--- config.mk ---
export PLATFORM = sky130hd
export DESIGN_NAME = rv_bfm_fifo
export DESIGN_NICKNAME = d
export VERILOG_FILES = /design/src/rtl/rv_bfms_pkg.sv /design/src/rtl/rv_bfm_fifo.sv
export SDC_FILE = /design/constraint.sdc
export NUM_CORES = 1
export LEC_CHECK = 0
export CAP_MARGIN = 20
export CORE_UTILIZATION = 50
export CTS_CLUSTER_DIAMETER = 200
export DETAILED_ROUTE_END_ITERATION = 6
export PLACE_DENSITY = 0.79
export SLEW_MARGIN = 10
export SYNTH_ARGS = -nofsm -noshare
export SYNTH_HDL_FRONTEND = slang
export SYNTH_SLANG_ARGS = --single-unit
--- constraint.sdc ---
create_clock -name clock_i -period 6.51 [get_ports clock_i]
set_clock_uncertainty 0.05 [all_clocks]
set_input_delay 0.9765 -clock clock_i [delete_from_list [all_inputs] [get_ports clock_i]]
set_output_delay 0.9765 -clock clock_i [all_outputs]
set_load 0.01 [all_outputs]
--- src/rtl/rv_bfms_pkg.sv ---
// Shared types and helpers for the ready/valid BFM blocks.
// Holds the presentation FSM state type and the throttle LFSR step function.
package rv_bfms_pkg;

  typedef enum logic {
    ST_IDLE    = 1'b0,
    ST_PRESENT = 1'b1
  } rv_out_state_e;

  // Fibonacci taps 16,14,13,11 expressed as bit positions 15,13,12,10.
  localparam logic [15:0] LFSR_TAPS = 16'hB400;

  // One step of the 16-bit Fibonacci LFSR: shift left, feed back the tap parity.
  function automatic logic [15:0] lfsr_next(input logic [15:0] cur);
    logic fb;
    fb = ^(cur & LFSR_TAPS);
    return {cur[14:0], fb};
  endfunction

endpackage

--- src/rtl/rv_bfm_fifo.sv ---
// Show-ahead FIFO used by the ready/valid source BFM.
// head_o is the oldest word, next_o the one behind it; both are valid
// whenever the occupancy covers them. Pointers wrap naturally (DEPTH is a
// power of two). Push on full and pop on empty are ignored.
module rv_bfm_fifo
  import rv_bfms_pkg::*;
#(
  parameter int DATA_WIDTH = 8,
  parameter int DEPTH      = 4,
  localparam int CNT_W     = $clog2(DEPTH + 1),
  localparam int PTR_W     = $clog2(DEPTH)
) (
  input  logic                  clock_i,
  input  logic                  reset_i,
  input  logic                  push_i,
  input  logic [DATA_WIDTH-1:0] wdata_i,
  input  logic                  pop_i,
  output logic [DATA_WIDTH-1:0] head_o,
  output logic [DATA_WIDTH-1:0] next_o,
  output logic [CNT_W-1:0]      count_o,
  output logic [CNT_W-1:0]      count_next_o
);

  logic [DATA_WIDTH-1:0] mem_q [DEPTH];
  logic [PTR_W-1:0]      wr_ptr_q;
  logic [PTR_W-1:0]      rd_ptr_q;
  logic [PTR_W-1:0]      rd_ptr_inc_s;
  logic [CNT_W-1:0]      count_q;
  logic [CNT_W-1:0]      count_d;
  logic                  push_ok_s;
  logic                  pop_ok_s;

  assign push_ok_s    = push_i && (count_q != CNT_W'(DEPTH));
  assign pop_ok_s     = pop_i && (count_q != CNT_W'(0));
  assign rd_ptr_inc_s = rd_ptr_q + PTR_W'(1);

  // Next occupancy from the accepted push/pop pair.
  always_comb begin
    count_d = count_q;
    case ({push_ok_s, pop_ok_s})
      2'b10:   count_d = count_q + CNT_W'(1);
      2'b01:   count_d = count_q - CNT_W'(1);
      default: count_d = count_q;
    endcase
  end

  // Pointer and occupancy registers.
  always_ff @(posedge clock_i or posedge reset_i) begin
    if (reset_i) begin
      wr_ptr_q <= '0;
      rd_ptr_q <= '0;
      count_q  <= '0;
    end else begin
      if (push_ok_s) wr_ptr_q <= wr_ptr_q + PTR_W'(1);
      if (pop_ok_s)  rd_ptr_q <= rd_ptr_inc_s;
      count_q <= count_d;
    end
  end

  // Storage array; cleared on reset so no stale word can ever be shown.
  always_ff @(posedge clock_i or posedge reset_i) begin
    if (reset_i) begin
      for (int i = 0; i < DEPTH; i++) mem_q[i] <= '0;
    end else if (push_ok_s) begin
      mem_q[wr_ptr_q] <= wdata_i;
    end
  end

  assign head_o       = mem_q[rd_ptr_q];
  assign next_o       = mem_q[rd_ptr_inc_s];
  assign count_o      = count_q;
  assign count_next_o = count_d;

endmodule

==> flow_summary_export.csv <==
group,metric,value,unit
status,status,"finished clean",
timing,maxSlewHeadroom,0.375,
layout,num_antenna_cells,0,
floorplan,start_util,0.532,
floorplan,io_pins,34,
logic_synthesis,ys_seq_area_frac,0.494,
logic_synthesis,ys_seq_elements,39,
grt,grt_first_pass_wirelength,6.22,mm
layout,final_core_util,0.655,
setup_path,worstPathArrival,3380,ps
timing,slew_viol_final,0,
placement,dpl.hpwl,2.55,mm
route,wirelength,3.68,mm
placement,port_buffers,33,
clock_tree,cts_buffers,5,
floorplan,rows,22,
clock_tree,cts_setup_buffers,0,
timing,rsz0062_at_grt,"false",
power_and_ir_drop,cellLeakagePower,0.000996,µW
floorplan,core_area,0.00372,mm²
logic_synthesis,synth.distinct_cells,17,
grt,grt_pass1_vias,1285,
timing,fmax,227,MHz
route,drc,0,
route,drt-initial-drc-count,42,
timing,fin_crit_sh,0.676,
clock_tree,cts_root_buf,"clkbuf_8",
timing,fin_crit,4400,ps
clock_tree,cts_sinks,39,
timing,final-setup-viol-count,0,
grt,grt-ovfl-total,0,
timing,hold_viol_final,0,
clock_tree,cts_buffer_depth,2,
layout,drive_gt1_frac,0.389,
layout,regArea,976,µm²
logic_synthesis,post_synth_inst_count,124,
worst_hold_path,hp-class,"register to register",
route,drt_first_pass_iters,2,
logic_synthesis,syn_nets,142,
setup_path,critPathLaunchType,"input port",
route,vias,1187,
layout,layout.cells.non_filler,210,
grt,grt_start_max_net_pins,40,
timing,worstMarginPinSlew,938,ps
floorplan,fp.dieW,64.9,µm
setup_path,path_class,"input port to output pin",
setup_path,required,5480,ps
layout,syn2layout_area_growth,23.1,%
clock_tree,clk_pin_slew,70,ps
route,wl_per_cell,17.5,µm
layout,mostFrequentLayoutCells,"dfrtp_1, mux2_2, clkdlybuf4s50_1, mux4_2, inv_1",
logic_synthesis,ys_warn_count,0,
clock_tree,htreeDepth,2,
floorplan,fp.dieH,64.9,µm
logic_synthesis,syn_area,0.00198,mm²
floorplan,fp.dieArea,0.00421,mm²
timing,setup_ws,2110,ps
layout,fillers,281,
grt,grt_usage,0.204,
route,ant_nets,0,
placement,place_congestion,0.701,
power_and_ir_drop,power_density,596,mW/mm²
layout,final_common_cell,"dfrtp_1",
clock_tree,clock_latency,290,ps
clock_tree,cts_tree,"built",
clock_tree,cts_resized,0,
flow_run,drv_cap,0,
grt,grt_antenna_before_repair,0,
layout,nNetsFinal,179,
setup_path,cp_max_fo,5,
clock_tree,holdBufCountCts,0,
layout,multiInputGateArea,956,µm²
setup_path,critPathCaptureType,"output pin",
timing,setup_tns,0,ps
power_and_ir_drop,ir_drop,0.303,mV
placement,placedCellCount,202,
logic_synthesis,avgSynthCellArea,15.9,µm²
placement,pre_cts_slack,2090,ps
route,avgViaCountPerCell,5.65,
[through the flow]
stage	hold WS, ps	area [µm²]	total power (µW)
after detailed placement	470	2350	1310
after global placement	452	2350	1270
after floorplan	442	1980	959
final	483	2430	1450
after CTS	486	2430	1470
after global routing	504	2430	1550
[report_power, final]
group | switching [µW] | internal [µW] | leakage [µW] | total [µW]
combinational | 257 | 523 | 0.000493 | 780
clock | 78.9 | 75.1 | 0.0000422 | 154
sequential | 147 | 369 | 0.000461 | 517
[path summary, 6_finish.rpt]
| kind | from | to | slack [ps] | cells past startpoint |
|---|---|---|---|---|
| max in group asynchronous | reset_i | mem_q[29]$_DFFE_PP0P_ | 5020 | 3 |
| worst min register to register | mem_q[7]$_DFFE_PP0P_ | mem_q[7]$_DFFE_PP0P_ | 480 | 1 |
| worst min-delay path | mem_q[7]$_DFFE_PP0P_ | mem_q[7]$_DFFE_PP0P_ | 480 | 1 |
| worst max-delay path | push_i | count_next_o[1] | 2110 | 7 |
| worst max register to register | count_o[0]$_DFF_PP0_ | count_o[2]$_DFF_PP0_ | 4220 | 8 |
| min in group asynchronous | reset_i | count_o[1]$_DFF_PP0_ | 1050 | 3 |
[metal layers]
metal	vias up	wire (µm)	global-route usage
met5	-	0	0
met4	0	34	0.0500
met3	5	173	0.0722
met2	26	1980	0.349
met1	631	1490	0.243
li1	525	-	-
[cells in the mapped netlist, drive strengths merged]
cell	count	share of area
nand2	5	0.0095
xnor2	3	0.013
mux2i	1	0.0051
o31a	1	0.0051
or2b	1	0.0044
ha	5	0.032
nor3b	1	0.0063
buf	4	0.011
nor2	5	0.015
inv	6	0.011
mux4	16	0.18
mux2	33	0.19
dfrtp	39	0.49
fa	1	0.010
xor2	3	0.013
[cell families (layout without fill, tap and decap cells)]
family / Yosys count / in the layout / synth area share
fa+ha+maj: 6 / 6 / 0.0418
buf+inv: 10 / 48 / 0.0228
flops: 39 / 39 / 0.494
mux: 50 / 50 / 0.375
simple gates: 12 / 12 / 0.0348
compound gates: 1 / 1 / 0.00506
xor+xnor: 6 / 6 / 0.0266
[critical path, stage by stage]
cell,delay [ps]
clkdlybuf4s50_1,530
or2b_2,360
ha_1,240
inv_1,70
fa_1,410
mux2i_1,210
clkdlybuf4s50_1,580
[final cells by class]
class	count	area share
Clock buffer	7	0.0314
Multi-Input combinational cell	75	0.393
Tap cell	48	0.0247
Timing Repair Buffer	34	0.139
Clock inverter	1	0.00206
Sequential cell	39	0.401
Inverter	6	0.00925
[registers in the layout, summed over array words and instances (netlist names)]
signal and count:
count_o 3, mem_q 32, wr_ptr_q 2, rd_ptr_q 2
No activity file was read; power rests on OpenSTA's default activity.
